[src/rtl/seq_vedic_mult16_ctrl.sv]
// Multi-cycle 16x16 unsigned multiplier: one shared 8x8 Vedic core, four partial products, 32-bit accumulator.
// Define APPROX_TRUNC_EN to skip the low-by-low partial product (approximate mode, one cycle shorter).

module eight_bit_vedic_multiplier (
  input  logic [7:0]  a,
  input  logic [7:0]  b,
  output logic [15:0] p
);
  // Urdhva-tiryakbhyam: 2x2 crosswise cells composed into 4x4, then 8x8
  function automatic logic [3:0] vm2(input logic [1:0] x, input logic [1:0] y);
    logic t1, t2, t3, c1;
    t1 = x[1] & y[0];
    t2 = x[0] & y[1];
    t3 = x[1] & y[1];
    c1 = t1 & t2;
    return {t3 & c1, t3 ^ c1, t1 ^ t2, x[0] & y[0]};
  endfunction

  function automatic logic [7:0] vm4(input logic [3:0] x, input logic [3:0] y);
    logic [7:0] p0, p1, p2, p3;
    p0 = {4'b0, vm2(x[1:0], y[1:0])};
    p1 = {4'b0, vm2(x[3:2], y[1:0])};
    p2 = {4'b0, vm2(x[1:0], y[3:2])};
    p3 = {4'b0, vm2(x[3:2], y[3:2])};
    return p0 + ((p1 + p2) << 2) + (p3 << 4);
  endfunction

  logic [15:0] q0, q1, q2, q3;

  always_comb begin
    q0 = {8'b0, vm4(a[3:0], b[3:0])};
    q1 = {8'b0, vm4(a[7:4], b[3:0])};
    q2 = {8'b0, vm4(a[3:0], b[7:4])};
    q3 = {8'b0, vm4(a[7:4], b[7:4])};
    p  = q0 + ((q1 + q2) << 4) + (q3 << 8);
  end
endmodule

module seq_vedic_mult16_ctrl #(
  parameter int MUL_REG = 0,
  parameter int OP_W    = 16
) (
  input  logic              clk,
  input  logic              rst,
  input  logic              in_valid,
  output logic              in_ready,
  input  logic [OP_W-1:0]   in1,
  input  logic [OP_W-1:0]   in2,
  output logic              out_valid,
  input  logic              out_ready,
  output logic [2*OP_W-1:0] out,
  output logic              busy
);
  if (OP_W != 16) begin : g_op_w_chk
    $error("seq_vedic_mult16_ctrl: OP_W must be 16");
  end

  typedef enum logic [2:0] {S_IDLE, S_PP0, S_PP1, S_PP2, S_PP3, S_DRAIN, S_DONE} state_t;

`ifdef APPROX_TRUNC_EN
  localparam state_t FIRST = S_PP1;
`else
  localparam state_t FIRST = S_PP0;
`endif

  state_t            state_q, state_d;
  logic [OP_W-1:0]   a_q, a_d, b_q, b_d;
  logic [31:0]       acc_q, acc_d, out_q, out_d;
  logic [15:0]       prod_q, prod_d;
  logic [4:0]        sh_q, sh_d;
  logic              pend_q, pend_d;
  logic              ov_q, ov_d, in_ready_q, in_ready_d, busy_q, busy_d;

  logic [7:0]  mul_a, mul_b;
  logic [15:0] mul_p;
  logic [4:0]  cur_sh;
  logic [31:0] add_term;

  eight_bit_vedic_multiplier u_mul (.a(mul_a), .b(mul_b), .p(mul_p));

  // Operand halves and weight for the partial product owned by the current state
  always_comb begin
    mul_a  = (state_q == S_PP0 || state_q == S_PP2) ? a_q[7:0] : a_q[15:8];
    mul_b  = (state_q == S_PP0 || state_q == S_PP1) ? b_q[7:0] : b_q[15:8];
    cur_sh = (state_q == S_PP0) ? 5'd0 : (state_q == S_PP3) ? 5'd16 : 5'd8;
    if (MUL_REG != 0)
      add_term = pend_q ? ({16'b0, prod_q} << sh_q) : 32'd0;
    else
      add_term = {16'b0, mul_p} << cur_sh;
  end

  always_comb begin
    state_d = state_q;
    a_d     = a_q;
    b_d     = b_q;
    acc_d   = acc_q;
    out_d   = out_q;
    prod_d  = prod_q;
    sh_d    = sh_q;
    pend_d  = pend_q;
    ov_d    = ov_q;
    case (state_q)
      S_IDLE: begin
        if (in_valid) begin
          a_d     = in1;
          b_d     = in2;
          acc_d   = 32'd0;
          pend_d  = 1'b0;
          state_d = FIRST;
        end
      end
      S_PP0, S_PP1, S_PP2, S_PP3: begin
        acc_d  = acc_q + add_term;
        prod_d = mul_p;
        sh_d   = cur_sh;
        pend_d = 1'b1;
        case (state_q)
          S_PP0:   state_d = S_PP1;
          S_PP1:   state_d = S_PP2;
          S_PP2:   state_d = S_PP3;
          default: begin
            if (MUL_REG != 0) begin
              state_d = S_DRAIN;
            end else begin
              state_d = S_DONE;
              out_d   = acc_d;
              ov_d    = 1'b1;
            end
          end
        endcase
      end
      S_DRAIN: begin
        acc_d   = acc_q + add_term;
        out_d   = acc_d;
        ov_d    = 1'b1;
        state_d = S_DONE;
      end
      S_DONE: begin
        if (out_ready) begin
          ov_d    = 1'b0;
          state_d = S_IDLE;
        end
      end
      default: state_d = S_IDLE;
    endcase
    in_ready_d = (state_d == S_IDLE);
    busy_d     = (state_d != S_IDLE);
  end

  always_ff @(posedge clk) begin
    if (rst) begin
      state_q    <= S_IDLE;
      a_q        <= '0;
      b_q        <= '0;
      acc_q      <= 32'd0;
      out_q      <= 32'd0;
      prod_q     <= 16'd0;
      sh_q       <= 5'd0;
      pend_q     <= 1'b0;
      ov_q       <= 1'b0;
      in_ready_q <= 1'b1;
      busy_q     <= 1'b0;
    end else begin
      state_q    <= state_d;
      a_q        <= a_d;
      b_q        <= b_d;
      acc_q      <= acc_d;
      out_q      <= out_d;
      prod_q     <= prod_d;
      sh_q       <= sh_d;
      pend_q     <= pend_d;
      ov_q       <= ov_d;
      in_ready_q <= in_ready_d;
      busy_q     <= busy_d;
    end
  end

  assign in_ready  = in_ready_q;
  assign busy      = busy_q;
  assign out_valid = ov_q;
  assign out       = out_q;
endmodule

[config.mk]
export PLATFORM = sky130hd
export DESIGN_NAME = seq_vedic_mult16_ctrl
export DESIGN_NICKNAME = d
export VERILOG_FILES = /design/src/rtl/seq_vedic_mult16_ctrl.sv
export SDC_FILE = /design/constraint.sdc
export NUM_CORES = 1
export LEC_CHECK = 0
export BUFFER_PORTS_ARGS = -buffer_cell sky130_fd_sc_hd__clkbuf_2
export CAP_MARGIN = 5
export CELL_PAD_IN_SITES_DETAIL_PLACEMENT = 0
export CELL_PAD_IN_SITES_GLOBAL_PLACEMENT = 1
export CORE_ASPECT_RATIO = 0.6
export CORE_MARGIN = 3
export CORE_UTILIZATION = 40
export CTS_CLUSTER_DIAMETER = 150
export DETAILED_ROUTE_END_ITERATION = 8
export GPL_TIMING_DRIVEN = 0
export HOLD_SLACK_MARGIN = 0.08
export PLACE_DENSITY = 0.81
export SETUP_SLACK_MARGIN = 0.3
export SYNTH_ARGS = -nofsm -noshare
export SYNTH_HDL_FRONTEND = slang
export SYNTH_SLANG_ARGS = --single-unit
[constraint.sdc]
create_clock -name clk -period 22.1 [get_ports clk]
set_input_delay 4.42 -clock clk [delete_from_list [all_inputs] [get_ports clk]]
set_output_delay 4.42 -clock clk [all_outputs]
set_load 0.01 [all_outputs]
==> impl_metrics.tcl <==
set metrics [dict create \
    number_of_antenna_violations_at_the_first_check_in_global_routing 0 \
    post_cts_resize_count 0 \
    ant_nets 0 \
    clock_tree_from_tritoncts "built" \
    post_synth_instance_area_um2 8083 \
    synth_cell_types 63 \
    place_hpwl_mm 18.58 \
    layout_min_cycle_time_ns 9.304 \
    root_buffer "sky130_fd_sc_hd__clkbuf_16" \
    global_route.usage.met3_pct 5.609 \
    postSynthAreaPerCell_um2 7.870 \
    gp_congestion 0.9344 \
    postPlaceCellArea_um2 8761 \
    busiest_layer "met1" \
    timing.setup.critical_path_class "reg2reg" \
    antenna-diode-count 0 \
    first_pass_iters 5 \
    fill_cells 1981 \
    cp-end-kind "flip-flop" \
    core-area_um2 19420 \
    reg2reg_depth 36 \
    reg2reg_setup_slack_ns 12.80 \
    detail_route.wirelength_mm 23.25 \
    final_slew_violations 0 \
    r2r_end "out[26]" \
    grt_start_max_net_pins 20 \
    drive_gt1_share_pct 9.442 \
    synth-edff-count 0 \
    row_count 39 \
    cp_slowest_stage_delay_ns 1.14 \
    seq_power_share_pct 40.3 \
    p_per_area_nw_per_um2 53.88 \
    avgViaCountPerCell 5.366 \
    power.leakage_nw 4.433 \
    area.growth.synth_to_final_pct 12.31 \
    p_comb_share_pct 24.8 \
    setup_viol_count_final 0 \
    level_count_of_the_clock_h_tree 3 \
    postSynthNetCount 1190 \
    cts.hold.buffers_added 0 \
    clock_insertion_delay_worst_skew_ns 0.37 \
    min_from "out[15]" \
    total_gr_overflow 0 \
    timing.slew.headroom_pct 9.513 \
    worst_setup_hold_path_clk_slew_ns 0.08 \
    timing.critical_path.required_ns 22.40 \
    chipWidth_um 189.5 \
    max_freq_ghz 0.1075 \
    initial_utilization_pct 41.62 \
    global_route.usage.met2_pct 26.30 \
    yosys_warnings 0 \
    synth_cells 1027 \
    finalInstanceArea_um2 9077 \
    hold_depth 2 \
    die_area_um2 22000 \
    cts_inserted_buffers 9 \
    hold_viol 0 \
    maxCapViolations 0 \
    timing.setup.tns_ns 0 \
    outcome "completed" \
    ys.flop_type "sky130_fd_sc_hd__dfxtp_1" \
    worst_ir_drop_vdd_mv 0.04041 \
    share_of_synthesized_flip_flops_with_an_asynchronous_set_or_reset_pct 0 \
    clk_path_buf_depth 2 \
    ys_seq_area_share_pct 25.26 \
    die_height_um 116.1 \
    pwr-share-clk_pct 34.9 \
    signal_arrival_time_at_the_worst_endpoint_ns 9.60 \
    worst_hold_path_type "reg2reg" \
    first_pass_grt_wire_length_mm 36.70 \
    register_bit_count_reported_by_yosys 102 \
    clock_skew_ns 0.01043 \
    grt_usage_pct 21.30 \
    p_total_mw 0.4891 \
    io_pins 71 \
    cp_max_fo 10 \
    unrepaired_setup_endpoints_after_global_routing "false" \
    number_of_global_route_vias_before_repair 6694 \
    count_of_routing_violations_after_the_opening_detailed_route_iteration 661 \
    port_buffers 69 \
    critical-path-slowest-cell "sky130_fd_sc_hd__mux2i_1" \
    intPower_mw 0.3207 \
    postCtsSetupRepairBufs 0 \
    switching_power_as_a_share_of_total_power_pct 34.43 \
    hold_path_end "out[15]" \
    fin_crit_sh_pct 42.10 \
    groute.layer.met1.usage_pct 35.20 \
    timing.rr.start "state_q[0]" \
    power.net_switching_mw 0.1684 \
    wire_per_inst_um 16.87 \
    max_slew.worst_pin.slew_ns 1.320 \
    design.final.nets 1270 \
    detailroute.via_count 7394 \
    cp-start-kind "flip-flop" \
    drt_drc_violations_left 0 \
    worst_path_most_repeated_cell "sky130_fd_sc_hd__nor2_1" \
    clock_sink_count 102 \
]
-- worst max-delay path by stage --
stage / cells after the start / from / slack, ns / end
floorplan: 36 / state_q[0] / 14.67 / acc_q[25]
global placement: 36 / state_q[0] / 12.96 / out[28]
detailed placement: 36 / state_q[0] / 13.00 / acc_q[25]
CTS: 36 / state_q[0] / 12.94 / out[28]
global route: 36 / state_q[0] / 12.06 / out[30]
finish: 36 / state_q[0] / 12.80 / out[26]
-- cell type report --
cell class / instances / area (um2) / share of cell area (%)
Multi-Input combinational cell: 839 / 5712 / 62.92
Sequential cell: 102 / 2042 / 22.49
Timing Repair Buffer: 69 / 345.3 / 3.804
Tap cell: 266 / 332.8 / 3.666
Clock buffer: 9 / 225.2 / 2.481
Inverter: 47 / 176.4 / 1.943
Buffer: 39 / 152.6 / 1.682
Clock inverter: 7 / 91.34 / 1.006
-- Yosys cell counts, drive strengths merged (2+ instances only) --
master,instances,area (um2)
a211o,3,26.28
a211oi,14,115.1
a21o,27,202.7
a21oi,110,558.0
a22o,13,113.9
a22oi,17,127.6
a31oi,7,43.79
a32oi,2,17.52
and2,9,56.30
and3,7,48.80
buf,3,17.52
clkbuf,36,135.1
dfxtp,102,2042
fa,11,220.2
ha,116,1451
inv,47,176.4
mux2i,17,170.2
nand2,146,548.0
nand2b,14,87.58
nand3,14,70.07
nand4,7,43.79
nor2,131,491.7
nor2b,8,50.05
nor3,12,60.06
o2111ai,2,23.77
o211ai,3,22.52
o21a,4,31.28
o21ai,26,130.1
o21bai,12,90.09
o22ai,2,12.51
o31ai,4,30.03
or2,7,43.80
or3,5,31.28
or4,2,18.77
xnor2,47,411.6
xor2,21,183.9
-- critical path: cells and delay by family (launching register included) --
kind / cells / cell delay (ns)
DFF: 1 / 0.31
and+or+nand+nor: 9 / 1.54
adders and majority gates: 6 / 2.48
buffers and inverters: 4 / 0.50
AOI/OAI and AO/OA: 13 / 2.68
muxes: 1 / 1.14
xor gates and xnor gates: 3 / 0.56
-- layout by cell type (no fill, tap or decap), types with 11 or more instances in the layout --
master	count
sky130_fd_sc_hd__dfxtp_1	102
sky130_fd_sc_hd__fa_1	11
sky130_fd_sc_hd__o21ai_0	26
sky130_fd_sc_hd__mux2i_1	17
sky130_fd_sc_hd__a22oi_1	17
sky130_fd_sc_hd__a21oi_1	108
sky130_fd_sc_hd__a211oi_1	12
sky130_fd_sc_hd__clkbuf_2	69
sky130_fd_sc_hd__xnor2_1	47
sky130_fd_sc_hd__inv_1	47
sky130_fd_sc_hd__nand2b_1	14
sky130_fd_sc_hd__nand3_1	14
sky130_fd_sc_hd__clkbuf_1	36
sky130_fd_sc_hd__nor2_1	131
sky130_fd_sc_hd__o21bai_1	12
sky130_fd_sc_hd__nor3_1	12
sky130_fd_sc_hd__xor2_1	21
sky130_fd_sc_hd__a21o_1	27
sky130_fd_sc_hd__a22o_1	13
sky130_fd_sc_hd__ha_1	116
sky130_fd_sc_hd__nand2_1	146
-- stage by stage --
| stage | hold slack [ns] | cells | util, % | setup slack, ns |
|---|---|---|---|---|
| floorplan | 0.4315 | 1027 | - | 14.67 |
| global placement | 0.4414 | 1362 | 45.11 | 12.96 |
| detailed placement | 0.4461 | 1362 | 45.11 | 13.00 |
| CTS | 0.4570 | 1378 | 46.74 | 12.94 |
| global route | 0.4779 | 1378 | 46.74 | 12.06 |
| finish | 0.4529 | 1378 | 46.74 | 12.80 |
-- sequential cells by signal, indices dropped and copies added (netlist names) --
register / count
acc_q: 32
out: 32
a_q: 16
b_q: 16
state_q: 3
busy: 1
in_ready: 1
out_valid: 1
-- metal layers --
metal | vias up | share of wire (%)
met1 | 3387 | 56
met3 | 20 | 8.8
met4 | 0 | 1.1
li1 | 3741 | -
met2 | 246 | 34
met5 | - | 0
-- kinds of logic (layout without fill, tap and decap cells) --
logic type	Yosys count	count (layout)	synth area share (%)
XOR/XNOR	68	68	7.368
AND/OR/NAND/NOR	369	369	19.88
adder cells (fa/ha/maj)	127	127	20.68
buffers and inverters	86	171	4.071
multiplexers	17	17	2.105
flip-flops	102	102	25.26
AO/OA/AOI/OAI	258	258	20.63
-- power by group through the flow --
| stage | Combinational (mW) | Sequential, mW | Clock, mW |
|---|---|---|---|
| 5_1_grt | 0.132 | 0.198 | 0.183 |
| 3_3_place_gp | 0.118 | 0.201 | 0 |
| 2_1_floorplan | 0.0808 | 0.200 | 0 |
| 6_report | 0.121 | 0.197 | 0.171 |
| 3_5_place_dp | 0.118 | 0.201 | 0 |
| 4_1_cts | 0.119 | 0.197 | 0.174 |
(Power assumes the default switching activity.)
